### src/rtl/vdma_sched_pkg.sv
// Shared definitions for the VDMA triple-buffer frame scheduler.
//
// Contents:
//   NUM_BUF    - number of frame buffers managed by the scheduler
//   buf_idx_t  - buffer index type (0..NUM_BUF-1)
//   W0/L0/R0   - write, latest and read indices after reset or disable
//   pick_free  - chooses the next write buffer given the read and latest buffers
package vdma_sched_pkg;

  localparam int NUM_BUF = 3;

  typedef logic [1:0] buf_idx_t;

  localparam buf_idx_t W0 = 2'd0;
  localparam buf_idx_t L0 = 2'd1;
  localparam buf_idx_t R0 = 2'd2;

  // Lowest buffer index that is neither being read nor holding the latest
  // complete frame. The loop runs downward so the lowest qualifying index is
  // the last one written. When r == l two buffers are free and the lower
  // one wins.
  function automatic buf_idx_t pick_free(input buf_idx_t r, input buf_idx_t l);
    buf_idx_t sel;
    sel = W0;
    for (int i = NUM_BUF - 1; i >= 0; i--) begin
      if ((buf_idx_t'(i) != r) && (buf_idx_t'(i) != l)) begin
        sel = buf_idx_t'(i);
      end
    end
    return sel;
  endfunction

endpackage

### src/rtl/vdma_sat_cnt.sv
// Saturating event counter.
//
// Ports:
//   clk_i  - clock
//   rst_i  - synchronous active-high reset, clears the count
//   clr_i  - synchronous clear, same effect as reset
//   inc_i  - add one on this edge unless already at all-ones
//   cnt_o  - registered count value
module vdma_sat_cnt #(
  parameter int W = 16
) (
  input  logic         clk_i,
  input  logic         rst_i,
  input  logic         clr_i,
  input  logic         inc_i,
  output logic [W-1:0] cnt_o
);

  logic [W-1:0] cnt_q;
  logic [W-1:0] cnt_d;

  always_comb begin
    cnt_d = cnt_q;
    if (clr_i) begin
      cnt_d = '0;
    end else if (inc_i && (cnt_q != {W{1'b1}})) begin
      cnt_d = cnt_q + 1'b1;
    end
  end

  always_ff @(posedge clk_i) begin
    if (rst_i) begin
      cnt_q <= '0;
    end else begin
      cnt_q <= cnt_d;
    end
  end

  assign cnt_o = cnt_q;

endmodule

### src/rtl/vdma_frame_scheduler.sv
// Triple-buffer frame scheduler for a VDMA write/read pair.
//
// The writer always owns buffer W, the reader shows buffer R, and L holds the
// most recently completed frame. A write-side vsync completes the frame in W
// (once a frame has actually been started); a read-side vsync switches the
// reader to L if it has not been shown yet, otherwise the reader repeats R.
// Completed frames overwritten before being shown count as drops.
//
// Ports:
//   clock        - single clock
//   rst          - synchronous active-high reset (beats enable and events)
//   enable       - scheduler run; while low all state sits at reset values
//   base_addr    - address of buffer 0, stable while enable is high
//   wr_frame     - one-cycle pulse per write-side vsync
//   rd_frame     - one-cycle pulse per read-side vsync
//   wr_baseaddr  - base address of buffer W
//   rd_baseaddr  - base address of buffer R
//   wr_index     - buffer W
//   rd_index     - buffer R
//   trs_enable   - write path enable, enable delayed by one cycle
//   rev_enable   - read path enable, set at the first switch to a real frame
//   drop_cnt     - saturating count of dropped frames
//   repeat_cnt   - saturating count of repeated frames
//
// All outputs are registered: an event sampled at edge N shows after edge N.
module vdma_frame_scheduler
  import vdma_sched_pkg::*;
#(
  parameter int              ASIZE        = 29,
  parameter logic [ASIZE-1:0] FRAME_STRIDE = ASIZE'(29'h0080_0000),
  parameter int              CSIZE        = 16
) (
  input  logic             clock,
  input  logic             rst,
  input  logic             enable,
  input  logic [ASIZE-1:0] base_addr,
  input  logic             wr_frame,
  input  logic             rd_frame,
  output logic [ASIZE-1:0] wr_baseaddr,
  output logic [ASIZE-1:0] rd_baseaddr,
  output logic [1:0]       wr_index,
  output logic [1:0]       rd_index,
  output logic             trs_enable,
  output logic             rev_enable,
  output logic [CSIZE-1:0] drop_cnt,
  output logic [CSIZE-1:0] repeat_cnt
);

  buf_idx_t         w_q, w_d;
  buf_idx_t         r_q, r_d;
  buf_idx_t         l_q, l_d;
  logic             fresh_q, fresh_d;
  logic             wr_valid_q, wr_valid_d;
  logic             rev_q, rev_d;
  logic             trs_q;
  logic [ASIZE-1:0] wr_addr_q, wr_addr_d;
  logic [ASIZE-1:0] rd_addr_q, rd_addr_d;
  logic             wr_done;
  logic             drop_inc;
  logic             rep_inc;

  function automatic logic [ASIZE-1:0] buf_offset(input buf_idx_t idx);
    return {{(ASIZE-2){1'b0}}, idx} * FRAME_STRIDE;
  endfunction

  always_comb begin
    w_d        = w_q;
    r_d        = r_q;
    l_d        = l_q;
    fresh_d    = fresh_q;
    wr_valid_d = wr_valid_q;
    rev_d      = rev_q;
    wr_done    = 1'b0;
    drop_inc   = 1'b0;
    rep_inc    = 1'b0;

    if (enable) begin
      // Write side first so a same-cycle read sees the new L and fresh.
      if (wr_frame) begin
        if (!wr_valid_q) begin
          // First vsync only marks the start of a frame in W.
          wr_valid_d = 1'b1;
        end else begin
          wr_done  = 1'b1;
          drop_inc = fresh_q;
          l_d      = w_q;
          fresh_d  = 1'b1;
        end
      end

      if (rd_frame) begin
        if (fresh_d) begin
          r_d     = l_d;
          fresh_d = 1'b0;
          rev_d   = 1'b1;
        end else begin
          // Before the reader has ever switched there is nothing to repeat.
          rep_inc = rev_q;
        end
      end

      if (wr_done) begin
        w_d = pick_free(r_d, l_d);
      end
    end else begin
      w_d        = W0;
      r_d        = R0;
      l_d        = L0;
      fresh_d    = 1'b0;
      wr_valid_d = 1'b0;
      rev_d      = 1'b0;
    end

    // Addresses follow the next indices so index and address move together.
    wr_addr_d = base_addr + buf_offset(w_d);
    rd_addr_d = base_addr + buf_offset(r_d);
  end

  always_ff @(posedge clock) begin
    if (rst) begin
      w_q        <= W0;
      r_q        <= R0;
      l_q        <= L0;
      fresh_q    <= 1'b0;
      wr_valid_q <= 1'b0;
      rev_q      <= 1'b0;
      trs_q      <= 1'b0;
      wr_addr_q  <= base_addr + buf_offset(W0);
      rd_addr_q  <= base_addr + buf_offset(R0);
    end else begin
      w_q        <= w_d;
      r_q        <= r_d;
      l_q        <= l_d;
      fresh_q    <= fresh_d;
      wr_valid_q <= wr_valid_d;
      rev_q      <= rev_d;
      trs_q      <= enable;
      wr_addr_q  <= wr_addr_d;
      rd_addr_q  <= rd_addr_d;
    end
  end

  vdma_sat_cnt #(.W(CSIZE)) u_drop_cnt (
    .clk_i (clock),
    .rst_i (rst),
    .clr_i (~enable),
    .inc_i (drop_inc),
    .cnt_o (drop_cnt)
  );

  vdma_sat_cnt #(.W(CSIZE)) u_repeat_cnt (
    .clk_i (clock),
    .rst_i (rst),
    .clr_i (~enable),
    .inc_i (rep_inc),
    .cnt_o (repeat_cnt)
  );

  assign wr_index    = w_q;
  assign rd_index    = r_q;
  assign wr_baseaddr = wr_addr_q;
  assign rd_baseaddr = rd_addr_q;
  assign trs_enable  = trs_q;
  assign rev_enable  = rev_q;

endmodule

### config.mk
export PLATFORM = sky130hd
export DESIGN_NAME = vdma_frame_scheduler
export DESIGN_NICKNAME = d
export VERILOG_FILES = /design/src/rtl/vdma_sched_pkg.sv /design/src/rtl/vdma_sat_cnt.sv /design/src/rtl/vdma_frame_scheduler.sv
export SDC_FILE = /design/constraint.sdc
export NUM_CORES = 1
export LEC_CHECK = 0
export CELL_PAD_IN_SITES_DETAIL_PLACEMENT = 1
export CELL_PAD_IN_SITES_GLOBAL_PLACEMENT = 1
export CORE_MARGIN = 3
export CORE_UTILIZATION = 42
export CTS_CLUSTER_DIAMETER = 30
export DETAILED_ROUTE_END_ITERATION = 12
export DONT_BUFFER_PORTS = 1
export PLACE_DENSITY_LB_ADDON = 0.1
export SETUP_SLACK_MARGIN = 0.15
export SYNTH_ARGS = -nofsm -noshare
export SYNTH_HDL_FRONTEND = slang
export SYNTH_HIERARCHICAL = 1
export SYNTH_SLANG_ARGS = --single-unit
### constraint.sdc
create_clock -name clock -period 2.7 [get_ports clock]
set_input_delay 0.675 -clock clock [delete_from_list [all_inputs] [get_ports clock]]
set_output_delay 0.675 -clock clock [all_outputs]
set_load 0.01 [all_outputs]
==> impl_results.md <==
* Total global-route track usage at 16.6%
* Post-DRT Antenna Nets at 0
* CTS clock-pin slew for the worst setup and hold paths at about 90 ps
* Syn Inst Count at 350
* Max-cap viol count at 0
* CTS Sinks at slightly below 80
* Drt drc at 0
* Vias at 2480
* Post-cts repair resize count at 0
* DIE HEIGHT at 96.6 µm
* Synth cell types at 51
* Initial core utilization at a little over two fifths
* Worst relative slew slack at 67.2%
* Unrepaired setup endpoints after global routing: false
* Clk Latency, worst-skew pair at 360 ps
* DRT iter0 DRCs at 47
* Crit Path Category: reg -> reg
* Worst hold slack at 336 ps
* Detail Placement HPWL at between 5 and 6 mm
* Largest net degree at the start of global routing at 29
* Vias in the first global route at between 2000 and 2500
* Pwr dens at 593 nW/µm²
* Data arrival, critical path at 2660 ps
* Die Width at 96.6 µm
* Global-route wire length before repair at around 13 mm
* CTS root buffer: clkbuf_8
* Total Power at 2110 µW
* Htree depth at 3
* Routed wire length at 7.67 mm
* Min Tclk post-route at 2380 ps
* CTS tree: done
* Die ar. at between 9000 and 10000 µm²
* Share of cells above drive strength 1 at between 10% and 20%
* Vias per Instance at about 5.6
* Top_reg_cell synth: dfxtp_1
* Post-synth top area cell: dfxtp_1
* Std-Cell Rows at 32
* Flops & latches, synth at 77
* Worst-Margin Slew at just under 500 ps
* Startpoint types: flip-flop
* Mapped Nets at 393
* Hold buffers post-CTS at 0
* Area Growth Syn to Fin at 3.05%
* Setup crit end kind: flip-flop
* F_max at 0.421 GHz
* Postcts setup bufs at 0
* Final slew viol count at 0
* Crit share post-route at 88.0%
* Grt ovf at 0
* Core Area at 7850 µm²
* Nets at 376
* Req. time, crit path at 2980 ps
* WL/cell at 17.4 µm
* GPL Wtd Cong at approximately 0.71
* Static Leak at roughly 0.0013 µW
* Post-synth top area share at 44.7%
* Status: finished, final reports clean
* Mean area per synthesized cell at 9.85 µm²
* Peak supply drop at 393 µV
* I/O pin count at 130
* Post-Syn Area at about 3400 µm²
* Post-synth EDFFs at 0
* Post-synthesis sequential area ratio at 44.7%
* Max Clock Skew at 9.76 ps
* Worst min path class: in -> reg
* Hold Vio Cnt, Final at 0
* Initial antenna violation count at 0
* CTS buffer count at 9
* Port bufs at 0
* Total of warnings raised by yosys at 6
* Ranking of synthesized cells by area: dfxtp_1 (45%), buf_4 (5.4%), mux2i_1 (4.6%), nand2_1 (3.7%), ha_1 (2.5%)
* Setup TNS at 0 ps
* Pre-antenna DRT Iters at 4
* Clk buf depth at 2
* Ant. Diodes at 0
* Final setup vio count at 0
* Async SR Flop Fraction at 0%
* CP Max Fanout at 4
## Yosys cell counts, types with 7 or more instances
master and n:
inv_1 8, nand3_1 13, ha_1 7, mux2i_1 16, dfxtp_1 77, a21oi_1 15
nor2_1 17, o21ai_0 12, a31oi_1 8, buf_4 25, or3_1 8, and3_1 7
nand2_1 34
## worst max-delay path: stages (launching register included)
cell,delay (ps)
dfxtp_1,390
nand2_2,80
mux2_4,320
a22o_1,240
o41ai_2,290
ha_2,230
inv_1,50
fa_1,410
nor2_1,150
xor2_1,170
## sequential cells by signal, indices dropped and copies added (netlist names)
register and count:
wr_baseaddr 6, l_q 2, u_drop_cnt/cnt_o 16, trs_enable 1
rd_baseaddr 29, fresh_q 1, u_repeat_cnt/cnt_o 16, rev_enable 1
wr_index 2, rd_index 2, wr_valid_q 1
## cells by family after synthesis
family / share of synthesized area, %
multiplexers: 5.41
buffers and inverters: 8.45
AO/OA/AOI/OAI: 13.8
AND/OR/NAND/NOR: 21.6
XOR/XNOR: 2.29
adder cells (fa/ha/maj): 3.70
flip-flops: 44.7
## through the flow
stage | area, µm² | util (%) | cells | setup WS (ps)
3_5_place_dp | 3370 | 42.9 | 424 | 29.4
4_1_cts | 3550 | 45.3 | 440 | 300
5_1_grt | 3550 | 45.3 | 440 | 153
2_1_floorplan | 3460 | - | 350 | 143
6_report | 3550 | 45.3 | 440 | 325
3_3_place_gp | 3370 | 42.9 | 424 | 105
## cell usage in the layout (no fill, tap or decap), drive strengths merged, types with 9 or more instances in the layout
cell type / netlist / layout
or3: 14 / 14
nand2: 35 / 35
inv: 8 / 12
a21oi: 15 / 15
dfxtp: 77 / 77
mux2i: 16 / 16
and2: 10 / 10
clkbuf: 1 / 9
nor2: 17 / 17
o21ai: 16 / 16
and3: 13 / 13
nand3: 13 / 13
## metal layers
layer	GRT usage, %	wire length [µm]	up-vias
met5	0	0	-
met3	6.06	522	9
met2	27.2	3690	78
li1	-	-	1199
met4	6.48	121	0
met1	19.7	3330	1194
## final timing paths
kind	start	to	slack, ps	depth (start not counted)
max	wr_valid_q	wr_baseaddr[25]	320	9
min reg2reg	u_repeat_cnt/cnt_o[5]	u_repeat_cnt/cnt_o[5]	540	2
min	base_addr[22]	rd_baseaddr[22]	340	0
max reg2reg	wr_valid_q	wr_baseaddr[25]	320	9
## area by class of cell
cell class | count | area (µm²)
sequential | 77 | 1540
clock buffer | 9 | 124
tap | 102 | 128
timing repair buffer | 6 | 45.0
clock inverter | 7 | 62.6
inverter | 8 | 30.0
fill | 937 | 4290
multi-input combinational | 231 | 1620
## power by group
| group | switching, µW | internal (µW) | leakage, µW |
|---|---|---|---|
| Combinational | 35.3 | 29.4 | 0.000612 |
| Sequential | 46.1 | 1170 | 0.000634 |
| Clock | 473 | 353 | 0.0000927 |
| Total | 555 | 1550 | 0.00134 |
(Power assumes the default switching activity.)
